===== src/rtl/keyboard_keymap.sv =====
// PS/2 keyboard receiver with set-2 scancode decoding into per-key held/press state.
module keyboard_keymap #(
  parameter int unsigned          N_KEYS         = 3,
  parameter logic [N_KEYS*9-1:0]  KEY_CODES      = {9'h174, 9'h16B, 9'h029},
  parameter int unsigned          FILTER_LEN     = 8,
  parameter int unsigned          TIMEOUT_CYCLES = 100000
) (
  input  logic              clk,
  input  logic              rst_n,
  input  logic              ps2_clk,
  input  logic              ps2_data,
  output logic [N_KEYS-1:0] key_held,
  output logic [N_KEYS-1:0] key_press,
  output logic [7:0]        code,
  output logic              code_valid,
  output logic              frame_err
);

  localparam int unsigned FCW = $clog2(FILTER_LEN + 1);
  localparam int unsigned TCW = $clog2(TIMEOUT_CYCLES + 1);

  typedef enum logic [1:0] {
    IDLE   = 2'd0,
    DATA   = 2'd1,
    PARITY = 2'd2,
    STOP   = 2'd3
  } state_t;

  logic           clk_s1, clk_s2, data_s1, data_s2;
  logic           filt, filt_d;
  logic [FCW-1:0] fcnt;
  logic           fall;

  state_t         state, state_n;
  logic [2:0]     bit_cnt, bit_cnt_n;
  logic [7:0]     shift, shift_n;
  logic           par, par_n;
  logic [TCW-1:0] tmo, tmo_n;
  logic           accept_c, err_c;

  logic              ext, brk, ext_n, brk_n;
  logic [N_KEYS-1:0] held_n, press_n;
  logic [7:0]        code_n;

  // Two-flop synchronisers; clock path resets to the idle-high bus level.
  always_ff @(posedge clk or negedge rst_n) begin
    if (!rst_n) begin
      clk_s1  <= 1'b1;
      clk_s2  <= 1'b1;
      data_s1 <= 1'b1;
      data_s2 <= 1'b1;
    end else begin
      clk_s1  <= ps2_clk;
      clk_s2  <= clk_s1;
      data_s1 <= ps2_data;
      data_s2 <= data_s1;
    end
  end

  // Glitch filter: level follows only after FILTER_LEN consecutive differing samples.
  always_ff @(posedge clk or negedge rst_n) begin
    if (!rst_n) begin
      filt   <= 1'b1;
      filt_d <= 1'b1;
      fcnt   <= '0;
    end else begin
      filt_d <= filt;
      if (clk_s2 == filt) begin
        fcnt <= '0;
      end else if (fcnt == FCW'(FILTER_LEN - 1)) begin
        filt <= clk_s2;
        fcnt <= '0;
      end else begin
        fcnt <= fcnt + FCW'(1);
      end
    end
  end

  assign fall = filt_d & ~filt;

  // Frame state register.
  always_ff @(posedge clk or negedge rst_n) begin
    if (!rst_n) begin
      state   <= IDLE;
      bit_cnt <= '0;
      shift   <= '0;
      par     <= 1'b0;
      tmo     <= '0;
    end else begin
      state   <= state_n;
      bit_cnt <= bit_cnt_n;
      shift   <= shift_n;
      par     <= par_n;
      tmo     <= tmo_n;
    end
  end

  // Frame next-state: start/data/parity/stop sequencing plus idle timeout.
  always_comb begin
    state_n   = state;
    bit_cnt_n = bit_cnt;
    shift_n   = shift;
    par_n     = par;
    tmo_n     = tmo;
    accept_c  = 1'b0;
    err_c     = 1'b0;

    if (state == IDLE || fall) begin
      tmo_n = '0;
    end else begin
      tmo_n = tmo + TCW'(1);
    end

    unique case (state)
      IDLE: begin
        if (fall && !data_s2) begin
          state_n   = DATA;
          bit_cnt_n = '0;
        end
      end
      DATA: begin
        if (fall) begin
          shift_n   = {data_s2, shift[7:1]};
          bit_cnt_n = bit_cnt + 3'd1;
          if (bit_cnt == 3'd7) state_n = PARITY;
        end
      end
      PARITY: begin
        if (fall) begin
          par_n   = data_s2;
          state_n = STOP;
        end
      end
      STOP: begin
        if (fall) begin
          state_n = IDLE;
          if ((^{shift, par}) && data_s2) accept_c = 1'b1;
          else                            err_c    = 1'b1;
        end
      end
      default: state_n = IDLE;
    endcase

    if (state != IDLE && !fall && tmo == TCW'(TIMEOUT_CYCLES - 1)) begin
      state_n  = IDLE;
      tmo_n    = '0;
      accept_c = 1'b0;
      err_c    = 1'b1;
    end
  end

  // Scancode decoder: prefix flags, then table lookup of {ext, byte}.
  always_comb begin
    held_n  = key_held;
    press_n = '0;
    ext_n   = ext;
    brk_n   = brk;
    code_n  = code;

    if (err_c) begin
      ext_n = 1'b0;
      brk_n = 1'b0;
    end else if (accept_c) begin
      code_n = shift;
      if (shift == 8'hE0) begin
        ext_n = 1'b1;
      end else if (shift == 8'hF0) begin
        brk_n = 1'b1;
      end else begin
        for (int i = 0; i < int'(N_KEYS); i++) begin
          if ({ext, shift} == KEY_CODES[i*9 +: 9]) begin
            if (brk) begin
              held_n[i] = 1'b0;
            end else begin
              held_n[i]  = 1'b1;
              press_n[i] = ~key_held[i];
            end
          end
        end
        ext_n = 1'b0;
        brk_n = 1'b0;
      end
    end
  end

  // Registered decoder outputs and flags.
  always_ff @(posedge clk or negedge rst_n) begin
    if (!rst_n) begin
      key_held   <= '0;
      key_press  <= '0;
      code       <= 8'h00;
      code_valid <= 1'b0;
      frame_err  <= 1'b0;
      ext        <= 1'b0;
      brk        <= 1'b0;
    end else begin
      key_held   <= held_n;
      key_press  <= press_n;
      code       <= code_n;
      code_valid <= accept_c;
      frame_err  <= err_c;
      ext        <= ext_n;
      brk        <= brk_n;
    end
  end

endmodule


===== config.mk =====
export PLATFORM = sky130hd
export DESIGN_NAME = keyboard_keymap
export DESIGN_NICKNAME = d
export VERILOG_FILES = /design/src/rtl/keyboard_keymap.sv
export SDC_FILE = /design/constraint.sdc
export NUM_CORES = 1
export LEC_CHECK = 0
export CORE_MARGIN = 1.5
export CORE_UTILIZATION = 45
export CTS_BUF_LIST = sky130_fd_sc_hd__clkbuf_4 sky130_fd_sc_hd__clkbuf_8
export DETAILED_ROUTE_END_ITERATION = 16
export GPL_ROUTABILITY_DRIVEN = 0
export GPL_TIMING_DRIVEN = 0
export PLACE_DENSITY = 0.67
export SKIP_CTS_REPAIR_TIMING = 1
export SLEW_MARGIN = 20
export SYNTH_ARGS = -nofsm -noshare
export SYNTH_HDL_FRONTEND = slang
export SYNTH_SLANG_ARGS = --single-unit

===== constraint.sdc =====
create_clock -name clk -period 4.8 [get_ports clk]
set_input_delay 0.48 -clock clk [delete_from_list [all_inputs] [get_ports clk]]
set_output_delay 0.48 -clock clk [all_outputs]
set_load 0.02 [all_outputs]

Word level (Yosys, flattened, before mapping). Cells that the tools add are included. W data, S select, Z words.

Output and inout bits: 16. Logic and storage cells: 118. Input bits: 4. Register bits: 59.

Equal/unequal tests: 21. Bitwise logic cells: 9. Reductions and logical operators: 23. Muxes and demuxes: 41. Add/sub/neg operators: 3.

Operator list (number): $mux W17 (2); $mux W1 (23); $reduce_and A5 Y1 (4); $eq A9 B9 Y1 const B (2); $mux W3 (6); $add A17 B1 Y17 const B (1); $eq A17 B17 Y1 const B (1); $eq A8 B8 Y1 const B (2); $ne A3 B3 Y1 const B (5); $mux W2 (6); $reduce_and A2 Y1 (6); $eq A9 B6 Y1 const B (1); $reduce_xor A9 Y1 (1); $mux W4 (2); $not A1 Y1 (8); $pmux W2 S4 (1); $pmux W3 S2 (1); $reduce_bool A2 Y1 (3); $add A4 B1 Y4 const B (1); $eq A2 B2 Y1 const B (2); $eq A4 B3 Y1 const B (1); $logic_and A1 B1 Y1 (4); $ne A2 B2 Y1 const B (2); $add A3 B1 Y3 const B (1); 10 further kinds (11).

Logic depth before layout (Yosys ltp).
Depth in word-level cells: 8. Mapped depth: 7. Mapped depth without buffers: 7.

Least setup slack after synthesis. OpenSTA, ideal clock, no wires.

Path type: flip-flop to flip-flop. Start point: register shift[1]. End point: register code[0]. Cell stages (with the launch flop): 7. Data required time: 4675 ps. Arrival: 1796 ps. Slack: 2879 ps. Period minus slack after synthesis: 1921 ps. Library setup time: 125 ps. Path through: dfrtp_1 > clkbuf_8 > xor2_1 > xnor3_1 > xnor2_2 > nand4_4 > mux2_2.

Cells in the longest elaborated chain, start to end: 8.

RTL lines: start: declaration (line 36) `logic [7:0] shift, shift_n;`; start signal: assignment (line 92) `shift <= shift_n;`; $reduce_xor A9 Y1 * (line 137) `if ((^{shift, par}) && data_s2) accept_c = 1'b1;`; $logic_and A1 B1 Y1 * (line 137); $mux W1 (line 137); $mux W1 (line 135) `if (fall) begin`; $mux W1 (line 114) `unique case (state)`; $mux W1 (line 144) `if (state != IDLE && !fall && tmo == TCW'(TIMEOUT_CYCLES - 1)) begin`; $not A1 Y1 (no line); $reduce_and A2 Y1 (no line) *; end signal: assignment (line 199) `code <= code_n;`; end: declaration (line 14) `output logic [7:0] code,`.

Every way passes the cells marked *; elsewhere a longest branch is shown, timed or not. A chain may end at the register's enable or synchronous reset.

Final worst setup path.
Start point: register tmo[8]. End point: register tmo[11].

Cells in the longest elaborated chain, start to end: 3.

RTL lines: start: declaration (line 38) `logic [TCW-1:0] tmo, tmo_n;`; start signal: assignment (line 94) `tmo <= tmo_n;`; $add A17 B1 Y17 / $eq A17 B17 Y1 (equally long branches) (line 111, 144); $mux W17 / $logic_and A1 B1 Y1 (equally long branches) (line 108, 144); $mux W17 * (line 144); named net tmo_n[11] (line 38).

Mark *: on every way through the listed nets, which the timed path passes. The rest lies on a longest branch.

==> metrics.txt <==
status=finished, final reports clean; vias in the first global route=1852; ANT cells=0; Remaining DRCs=0; final worst slack=2.59 ns; Seq/Total Area, Yosys=0.531; Synth Flop Type=dfrtp_1; chip height=81.8 microns; # rows=28; slew of the pin with the lowest slew margin=0.468 ns; critical setup path kind=flop to flop; crit path max fanout=10; vias=1904; Antenna Nets Post-Route=0; nets@finish=294; fillers=542; syn_nets=263; min Tclk post-route=2.21 ns; HP Class=input port to asynchronous set/reset pin; Syn Area/Cell=11.1 sq um; crit start category=flop; skew final=0.00762 ns; R2R Setup Slk=2.59 ns; post-synthesis cell count=251; Total Power=1.37 mW; IO buf count=19; average wire per standard cell=13.2 microns; depth of the CTS H-tree=3; Lkg Pwr=1.52 nW; initial antenna violation count=0; Yosys top cell area share=0.475; #FFs+latches synth=59; Reg-to-Reg Start=tmo[8]$_DFF_PN0_; worst skew pair latency=0.34 ns; CTS Buf Count=9; FF-to-FF path depth=6; sequential fraction of design power=0.456; drt pass-1 iters=4; fmax=453 MHz; Comb pwr share=0.267; sw frac=0.339; share of layout cells above drive strength 1=0.174; via/cell ratio=5.26; EDFF count, synth=0; first-pass GRT wire length=8540 microns; top-count cell post-synth=dfrtp_1; M1 GR Usage=0.242; M3 GR Usage=0.0467; clock power share=0.277; Crit Reg-Reg Endpoint=tmo[11]$_DFF_PN0_; hpwl dp=3440 microns; GR Util met2=0.244; CP top delay family=simple AND/OR/NAND/NOR gates; internal power=0.906 mW; Max-slew headroom=0.686; initial core utilization=0.469; TNS Setup=0 ns; die width=81.8 microns; Max Cap Viol=0; CTS root buffer=clkbuf_8; Sink Count=59; Worst-path clk slew=0.06 ns; data required time of the worst path=5.01 ns; PD cells=420 nW/um^2; Net Switching=0.464 mW; GRT overflow=0; Synth top cells by count=dfrtp_1, nor2_1, mux2_2, nand2_1, nand3_1; YS warnings=0; slowest cell on the critical path=or4_1; Slew Viols, Final=0; Crit. End Element=flop; Core ar.=5960 sq um; FFs w/ async S/R, synth=1.00; top cells by area, synth=dfrtp_1, mux2_2, dfstp_2, xnor2_1, nor2_1; DIE AREA=6690 sq um; pre-CTS setup slack=2.57 ns; largest net degree at the start of global routing=33; synthesized cell area=2790 sq um; GR Util All Layers=0.172; area leader, netlist=dfrtp_1; total wire length=4800 microns; CTS tree=yes; hold slack=0.0629 ns; Netlist cell types=42; crit-path cells=or4_1, nor4_1, nand4_1, nand2_1, buf_2, nor2_1; Max IR drop VDD=0.240 mV; Area Overhead vs Synth=16.8%; CTS Buffer Depth=2; IO Pins=20; final hold violation count=0; Buf/Inv on CP=1; RSZ-0062 raised after global routing=no; crit-path max cell delay=0.51 ns; Worst EP arrival=2.42 ns; Final Cycle Share=0.460; GRT busiest layer=met2; Final setup viols=0; Initial DRC Count=61
[metal layers]
layer  share of wire  vias up  wire length [microns]
met5               0        -                      0
met4           0.021        0                    102
met3           0.034        9                    163
met2            0.42       26                   2030
met1            0.52      923                   2500
li1                -      946                      -
[layout make-up]
cell class / count / area, sq um / area share
Clock inverter: 5 / 30.0 / 0.00920
Tap cell: 75 / 93.8 / 0.0288
Buffer: 9 / 61.3 / 0.0188
Sequential cell: 59 / 1480 / 0.455
Inverter: 8 / 30.0 / 0.00920
Multi-Input combinational cell: 175 / 1220 / 0.373
Timing Repair Buffer: 20 / 208 / 0.0637
Clock buffer: 11 / 139 / 0.0426
[worst max path at each step]
stage / startpoint / endpoint / slack, ns / depth (start not counted)
floorplan: shift[1]$_DFFE_PN0P_ / code[0]$_DFFE_PN0P_ / 2.88 / 6
global placement: rst_n / ext$_DFFE_PN0P_ / 1.34 / 1
detailed placement: tmo[12]$_DFF_PN0_ / tmo[11]$_DFF_PN0_ / 2.57 / 6
CTS: tmo[12]$_DFF_PN0_ / tmo[11]$_DFF_PN0_ / 2.56 / 6
global route: tmo[8]$_DFF_PN0_ / tmo[12]$_DFF_PN0_ / 2.39 / 6
finish: tmo[8]$_DFF_PN0_ / tmo[11]$_DFF_PN0_ / 2.59 / 6
[cell families (layout without fill, tap and decap cells)]
logic type,count (synthesis),after routing,share of synthesized area
and+or+nand+nor,101,101,0.193
DFF,59,59,0.531
AOI/OAI and AO/OA,25,25,0.0565
xor gates and xnor gates,24,24,0.0829
muxes,17,17,0.0681
buffers and inverters,17,53,0.0327
adders and majority gates,8,8,0.0358
[power groups by stage]
stage,sequential (mW),combinational (mW),clock (mW)
after floorplan,0.618,0.289,0
after global placement,0.630,0.362,0
after detailed placement,0.632,0.372,0
after CTS,0.624,0.371,0.395
after global routing,0.633,0.421,0.414
final,0.624,0.366,0.379
[per-stage QoR]
stage	utilization	area [sq um]	std cells
floorplan	-	2790	251
global placement	0.517	3080	345
detailed placement	0.520	3090	346
CTS	0.548	3260	362
global route	0.548	3260	362
finish	0.548	3260	362
[sequential cells by signal, summed over array words and instances, names as in the netlist]
name and count:
tmo 17, clk_s1 1, fcnt 4, code 8, key_held 3, frame_err 1
brk 1, clk_s2 1, code_valid 1, par 1, shift 8, data_s1 1
ext 1, data_s2 1, state 2, bit_cnt 3, key_press 3, filt_d 1
filt 1
[cells in the final DEF, fill, tap and decap left out, types with 3 or more instances in the layout]
cell type and instances:
a31oi_1 3, and3_1 9, and4_1 4, clkbuf_1 4, clkbuf_8 10, clkdlybuf4s50_1 18, clkinv_2 3, dfrtp_1 53
dfstp_2 6, ha_1 8, inv_1 8, mux2_2 16, nand2_1 16, nand3_1 13, nand4_1 7, nor2_1 27
nor2b_1 3, nor3_1 7, nor3b_1 3, nor4_1 4, o21ai_0 10, o31ai_1 3, xnor2_1 12, xor2_1 10
No activity file was read; power rests on OpenSTA's default activity.
